$ cat config.mk
export PLATFORM = sky130hd
export DESIGN_NAME = xbus_slave_responder
export DESIGN_NICKNAME = d
export VERILOG_FILES = /design/src/rtl/xbus_slave_responder.sv
export SDC_FILE = /design/constraint.sdc
export NUM_CORES = 2
export LEC_CHECK = 0
export BUFFER_PORTS_ARGS = -buffer_cell sky130_fd_sc_hd__clkbuf_2
export CAP_MARGIN = 40
export CORE_MARGIN = 2
export CORE_UTILIZATION = 40
export CTS_BUF_LIST = sky130_fd_sc_hd__clkbuf_4 sky130_fd_sc_hd__clkbuf_8 sky130_fd_sc_hd__clkbuf_16
export DETAILED_ROUTE_END_ITERATION = 8
export PLACE_DENSITY_LB_ADDON = 0.08
export SLEW_MARGIN = 20
export SYNTH_ARGS = -nofsm -noshare
export SYNTH_HDL_FRONTEND = slang
export SYNTH_SLANG_ARGS = --single-unit
$ cat constraint.sdc
create_clock -name sig_clock -period 4.2 [get_ports sig_clock]
set_clock_uncertainty 0.15 [all_clocks]
set_input_delay 0.63 -clock sig_clock [delete_from_list [all_inputs] [get_ports sig_clock]]
set_output_delay 0.63 -clock sig_clock [all_outputs]
set_load 0.05 [all_outputs]
$ cat src/rtl/xbus_slave_responder.sv
// XBUS slave responder: decodes address phases inside [MIN_ADDR, MAX_ADDR] and
// serves byte-per-beat data phases from an internal byte memory, with wait states and overrun errors.
module xbus_slave_responder #(
  parameter int          NUM_MASTERS = 2,
  parameter logic [15:0] MIN_ADDR    = 16'h0000,
  parameter logic [15:0] MAX_ADDR    = 16'h00FF,
  parameter int          WAIT_CYCLES = 0
) (
  input  logic                   sig_clock,
  input  logic                   sig_reset_n,
  input  logic [NUM_MASTERS-1:0] sig_grant,
  input  logic [15:0]            sig_addr,
  input  logic [1:0]             sig_size,
  input  logic                   sig_read,
  input  logic                   sig_write,
  input  logic [7:0]             sig_data_in,
  output logic [7:0]             sig_data_out,
  output logic                   sig_data_oe,
  output logic                   sig_wait,
  output logic                   sig_error
);

  localparam int          DEPTH     = int'(MAX_ADDR) - int'(MIN_ADDR) + 1;
  localparam int          AW        = (DEPTH > 1) ? $clog2(DEPTH) : 1;
  localparam logic [15:0] SPAN      = MAX_ADDR - MIN_ADDR;
  localparam bit          HAS_WAIT  = (WAIT_CYCLES > 0);
  localparam logic [3:0]  WAIT_LOAD = HAS_WAIT ? 4'(WAIT_CYCLES - 1) : 4'd0;

  typedef enum logic [1:0] {S_IDLE, S_WAIT, S_BEAT} state_t;

  state_t      state;
  logic [15:0] cur_addr;
  logic [3:0]  beats_left;
  logic [3:0]  wait_cnt;
  logic        dir_read;
  logic        err;

  logic [7:0]  mem [DEPTH];

  // address-phase decode
  logic [3:0]  req_beats;
  logic [16:0] req_end;
  logic [15:0] req_off;
  logic        req_hit;
  logic        req_err;

  always_comb begin
    req_beats = 4'd1 << sig_size;
    req_end   = {1'b0, sig_addr} + {13'd0, req_beats} - 17'd1;
    req_err   = req_end > {1'b0, MAX_ADDR};
    req_off   = sig_addr - MIN_ADDR;
    req_hit   = (|sig_grant) && (req_off <= SPAN) && (sig_read ^ sig_write);
  end

  // Outputs are registered, so the read port looks up the byte of the *next* beat.
  logic [15:0] rd_addr;
  logic [7:0]  rd_data;

  always_comb begin
    case (state)
      S_IDLE:  rd_addr = sig_addr;
      S_WAIT:  rd_addr = cur_addr;
      default: rd_addr = cur_addr + 16'd1;
    endcase
    rd_data = mem[AW'(rd_addr - MIN_ADDR)];
  end

  always_ff @(posedge sig_clock) begin
    if (state == S_BEAT && !dir_read && !err)
      mem[AW'(cur_addr - MIN_ADDR)] <= sig_data_in;
  end

  always_ff @(posedge sig_clock or negedge sig_reset_n) begin
    if (!sig_reset_n) begin
      state        <= S_IDLE;
      cur_addr     <= '0;
      beats_left   <= '0;
      wait_cnt     <= '0;
      dir_read     <= 1'b0;
      err          <= 1'b0;
      sig_data_out <= '0;
      sig_data_oe  <= 1'b0;
      sig_wait     <= 1'b0;
      sig_error    <= 1'b0;
    end else begin
      case (state)
        S_IDLE: begin
          sig_data_out <= '0;
          sig_data_oe  <= 1'b0;
          sig_wait     <= 1'b0;
          sig_error    <= 1'b0;
          if (req_hit) begin
            cur_addr    <= sig_addr;
            beats_left  <= req_beats;
            dir_read    <= sig_read;
            err         <= req_err;
            wait_cnt    <= WAIT_LOAD;
            sig_data_oe <= sig_read;
            if (HAS_WAIT && !req_err) begin
              state    <= S_WAIT;
              sig_wait <= 1'b1;
            end else begin
              state        <= S_BEAT;
              sig_error    <= req_err;
              sig_data_out <= (sig_read && !req_err) ? rd_data : 8'h00;
            end
          end
        end

        S_WAIT: begin
          if (wait_cnt == 4'd0) begin
            state        <= S_BEAT;
            sig_wait     <= 1'b0;
            sig_error    <= err;
            sig_data_oe  <= dir_read;
            sig_data_out <= (dir_read && !err) ? rd_data : 8'h00;
          end else begin
            wait_cnt <= wait_cnt - 4'd1;
          end
        end

        S_BEAT: begin
          cur_addr   <= cur_addr + 16'd1;
          beats_left <= beats_left - 4'd1;
          if (beats_left == 4'd1) begin
            state        <= S_IDLE;
            sig_data_out <= '0;
            sig_data_oe  <= 1'b0;
            sig_wait     <= 1'b0;
            sig_error    <= 1'b0;
          end else if (HAS_WAIT && !err) begin
            state        <= S_WAIT;
            wait_cnt     <= WAIT_LOAD;
            sig_wait     <= 1'b1;
            sig_error    <= 1'b0;
            sig_data_oe  <= dir_read;
            sig_data_out <= '0;
          end else begin
            sig_wait     <= 1'b0;
            sig_error    <= err;
            sig_data_oe  <= dir_read;
            sig_data_out <= (dir_read && !err) ? rd_data : 8'h00;
          end
        end

        default: begin
          state        <= S_IDLE;
          sig_data_out <= '0;
          sig_data_oe  <= 1'b0;
          sig_wait     <= 1'b0;
          sig_error    <= 1'b0;
        end
      endcase
    end
  end

endmodule

After elaboration in Yosys (flattened, before gate mapping) --
Memories as Yosys holds them, arrays and structs flattened. Index checks and enable logic that the tools add are counted.
Word-level totals: register bits after elaboration 39, RAM bits 2048, bits of input ports 32, output and inout bits 11, logic and storage cells 75, memories 1
Memories:
- mem | depth 256, width 8, rd ports 1, clocked after memory_dff 0, write ports 1, RTL line 38 | logic [7:0] mem [DEPTH];
Operators by class: add/subtract/negate cells 5, magnitude comparators 2, equality and inequality tests 7, shifts and indexed selects 1, mux-type cells 30, bitwise gates (word level) 1, reduce and logical (&&, ||, !) cells 18
Operators with widths (number):
- $mux W8 | 5
- $pmux W16 S2 | 1
- $pmux W8 S3 | 1
- $add A16 B4 Y17 | 1
- $gt A17 B8 Y1 const B | 1
- $sub A17 B1 Y17 const B | 1
- $add A16 B1 Y16 const B | 1
- $le A16 B8 Y1 const B | 1
- $mux W16 | 1
- $pmux W4 S2 | 2
- $pmux W8 S2 | 1
- $mux W4 | 3
- $mux W1 | 10
- $sub A4 B1 Y4 const B | 2
- $logic_and A1 B1 Y1 | 6
- $mux W2 | 3
- $ne A2 B2 Y1 const B | 3
- $pmux W1 S3 | 2
- $pmux W2 S3 | 1
- $reduce_and A3 Y1 | 2
- $eq A4 B1 Y1 const B | 1
- $logic_not A4 Y1 | 1
- $reduce_and A2 Y1 | 2
- $reduce_bool A2 Y1 | 2
- 8 further kinds | 10

Depth between registers and ports, before layout --
depth in word-level cells 9, gate-level depth with buffers 16, mapped depth without buffers 16

Least setup slack after synthesis --
No wires, ideal clock.
path type input port to flip-flop, start point input sig_size[0], end point register sig_data_out[0], setup time 0.096 ns, data arrival time 3.206 ns, required time 3.954 ns, slack 0.748 ns, stages on the path 13, path buffers 0, cells stage by stage nand2b_1 ha_1 inv_1 ha_1 a21oi_1 o21ai_0 a21oi_1 o21ai_0 a211o_1 a21o_1 nor4_4 a31oi_4 nor4_2
Between the ends: longest elaborated chain between the ends 9
RTL lines:
- start, declared | RTL line 13 | input logic [1:0] sig_size,
- $shl A1 B2 Y4 | RTL line 48 | req_beats = 4'd1 << sig_size;
- $add A16 B4 Y17 | RTL line 49 | req_end = {1'b0, sig_addr} + {13'd0, req_beats} - 17'd1;
- $sub A17 B1 Y17 | RTL line 49
- $gt A17 B8 Y1 | RTL line 50 | req_err = req_end > {1'b0, MAX_ADDR};
- $logic_not A1 Y1 | RTL line 105 | sig_data_out <= (sig_read && !req_err) ? rd_data : 8'h00;
- $logic_and A1 B1 Y1 | RTL line 105
- $mux W8 | RTL line 105
- $mux W8 | RTL line 92 | if (req_hit) begin
- $pmux W8 S3 | RTL line 86 | case (state)
- end signal, assigned | RTL line 105
- end signal, assigned | RTL line 116 | sig_data_out <= (dir_read && !err) ? rd_data : 8'h00;
- end signal, assigned | RTL line 142 | sig_data_out <= (dir_read && !err) ? rd_data : 8'h00;
- end, declared | RTL line 17 | output logic [7:0] sig_data_out,
Every way passes these cells. A chain may end at the register's enable or synchronous reset.

Final worst setup path --
start point register state[1], end point register sig_data_out[2]
Between the ends: longest elaborated chain between the ends 6
RTL lines:
- start, declared | RTL line 31 | state_t state;
- start signal, assigned | RTL line 75 | state <= S_IDLE;
- start signal, assigned | RTL line 100 | state <= S_WAIT;
- start signal, assigned | RTL line 103 | state <= S_BEAT;
- $eq A2 B1 Y1 or $logic_not A2 Y1 (tied branches) | RTL line 60, 86
- $pmux W8 S2 | RTL line 60 | case (state)
- $mem_v2 Z256 W8
- $mux W8 (on tied branches) | RTL line 116, 142, 105
- $mux W8 (on tied branches) | RTL line 125, 111, 92
- $pmux W8 S3 | RTL line 86
Several ways; a longest one is shown, not always the timed one. The select of a mux whose other input is x is not followed.

==> reports/results.ini <==
[status]
status=complete, but fails checks
violations=negative setup slack

[grt]
grt_max_degree=134
antenna_found_initial=14
grt_pass1_vias=45217
grt_usage_pct=23.0
grt_overflow=0
grt_pass1_wl_um=346000

[worst_setup_path]
reg2reg_slack_ns=-0.02
worst-path-buf-inv=4
cp_common_cell=buf_4
cp_slowest_cell=dfrtp_1
cp.arrival_ns=4.84
worst-setup-path-type=flip-flop to flip-flop
required_ns=4.82
worstPathMaxFanout=29
crit_path_start_kind=flip-flop
cpPeakStageDelay_ns=0.65
crit_chain=buf_4, nand2_1, mux2_2, and2_4, buf_12, a221o_1, a211oi_1, a311oi_1, buf_4, a311oi_2, buf_4, a31oi_1, a31oi_1
crit_family=compound AO/OA/AOI/OAI gates
worstSetupEndpointType=flip-flop

[pwr]
sw_frac_of_total_pct=31.0
p_clk_share_pct=33.7
leakage_nw=32.2
p_int_w=0.0396
pwr-share-comb_pct=26.2
power_w=0.0573
ir_drop_uv=509
p_switching_w=0.0177
power_density_mw_per_mm2=593
power_frac_seq_pct=40.1

[hold_path]
hp-class=input pin to flip-flop

[floorplanning]
die_w_um=459
die_h_um=459
core_area_mm2=0.205
ioPinCount=43
start_util_pct=40.4
dieArea_mm2=0.210
rows=166

[clocking]
clock_latency_ns=0.88
cts_setup_buffers=0
clk_pin_slew_ns=0.06
cts_tree=done
root_buffer=clkbuf_16
cts_max_level=4
cts_buffers=217
clockBufferDepth=3
clock_sinks=2073

[yosys]
synth-seq-area-share_pct=75.1
synthFlopType=edfxtp_1
ys_ff_latch=2073
synth_edf_count=2048
syn_area_mm2=0.0827
synth.avg_cell_area_um2=18.0
async_reset_ff_share_pct=1.21
syn_nets=4673
syn_inst=4608
synth.distinct_cells=83
yosysWarnings=0

[timing]
finalHoldViolCount=0
rsz0062_at_grt=no
period_minus_slack_ns=4.22
maxSlewHeadroom_pct=27.6
setup_ws_ns=-0.0202
hold_ws_ns=0.0539
finalMaxSlewViolations=0
setup-violations-final=1
fin_crit_sh_pct=100
fmax_mhz=237
finalSetupTns_ns=-0.0202
worst_pin_slew_ns=1.09

[route]
ant_nets=0
first_iter_violations=4773
vias=45639
route.detailed.drc=0
drt_wl_total_um=244000
vias_per_cell=5.75
first_pass_iters=6
wl_per_cell_um=30.8

[placement]
dpl.hpwl_um=156000
pre_cts_ws_ns=-0.168
io_buffers=41
place_congestion=0.861

[finish]
layout_commonest_cell=edfxtp_1
drive_above_1_share_pct=23.0
utilization_pct=47.2
area_delta_synth_final_pct=16.9
final_cell_mix=2048 x edfxtp_1, 443 x mux2i_1, 413 x buf_4, 311 x nand2_1, 299 x nor2_1
nNetsFinal=5122

[flow_run]
drv_cap=0

==> layout make-up <==
class,instances,area (um^2)
Timing Repair Buffer,523,4720
Tap cell,2688,3360
Sequential cell,2073,62100
Clock inverter,127,1230
Inverter,39,146
Antenna cell,2,5.00
Multi-Input combinational cell,2203,19100
Clock buffer,279,5980
Fill cell,17256,108000
==> path summary, 6_finish.rpt <==
| check | start | endpoint | cells after the start |
|---|---|---|---|
| worst min register to register | beats_left[0] | beats_left[0] | 1 |
| min in group asynchronous | sig_reset_n | state[1] | 2 |
| worst min-delay path | sig_data_in[4] | mem[130][4] | 1 |
| max in group asynchronous | sig_reset_n | sig_data_out[4] | 3 |
| worst max register to register | state[1] | sig_data_out[2] | 13 |
| worst max-delay path | state[1] | sig_data_out[2] | 13 |
==> state kept, by name, summed over array words and instances (netlist names), 4 cells and up <==
name          cells
cur_addr          8
beats_left        4
sig_data_out      8
mem            2048
==> per-layer routing <==
metal  GRT usage [%]  routed length [um]  vias to the layer above
met2            35.5              112000                     1554
met4            6.88                6610                        2
met3            3.43               14700                      320
met1            33.9              110000                    24212
met5               0                   7                        -
li1                -                   -                    19551
==> power by group through the flow <==
stage / sequential [W] / combinational, W / clock [W]
final: 0.0230 / 0.0150 / 0.0193
after floorplan: 0.0234 / 0.00840 / 0
after detailed placement: 0.0234 / 0.0150 / 0
after CTS: 0.0230 / 0.0150 / 0.0197
after global routing: 0.0230 / 0.0157 / 0.0205
after global placement: 0.0234 / 0.0150 / 0
==> stage by stage <==
stage / cells / instance area [um^2]
CTS: 7891 / 96400
detailed placement: 7480 / 89100
global route: 7933 / 96700
global placement: 7460 / 88900
finish: 7934 / 96700
floorplan: 4608 / 82700
==> cell families after synthesis <==
family	count (synthesis)	synth area share (%)
compound gates	617	5.50
mux	710	12.5
fa+ha+maj	33	0.508
simple gates	832	4.28
xor+xnor	10	0.115
buf+inv	332	2.02
flops	2073	75.1
other cells	1	0.00453
==> synthesized netlist by cell type (all sizes together), types with 8 or more instances <==
cell type,n,area [um^2]
nor4,10,83.8
inv,39,146
clkbuf,122,458
a21oi,69,349
a221oi,152,1330
buf,170,1060
a22oi,26,195
edfxtp,2048,61500
o221ai,43,377
nor2,301,1150
nand4,8,50.1
mux4,256,5770
dfrtp,25,626
nor3,18,90.1
nand2b,13,83.8
o22ai,31,194
a311oi,12,105
mux2i,444,4440
ha,32,400
mux2,10,113
a31oi,43,284
nand3,111,556
a221o,10,100
nor2b,10,65.1
o21ai,121,606
a32o,46,460
nand2,329,1240
a211oi,8,60.1
==> repair_timing <==
| action | CTS | global route |
|---|---|---|
| hold endpoints to repair | 52 | 0 |
| hold buffers | 5 | 0 |
| gates resized for setup | 3 | 3 |
| setup endpoints to repair | 2 | 2 |
Note: power is estimated with default switching activity, not from simulation.
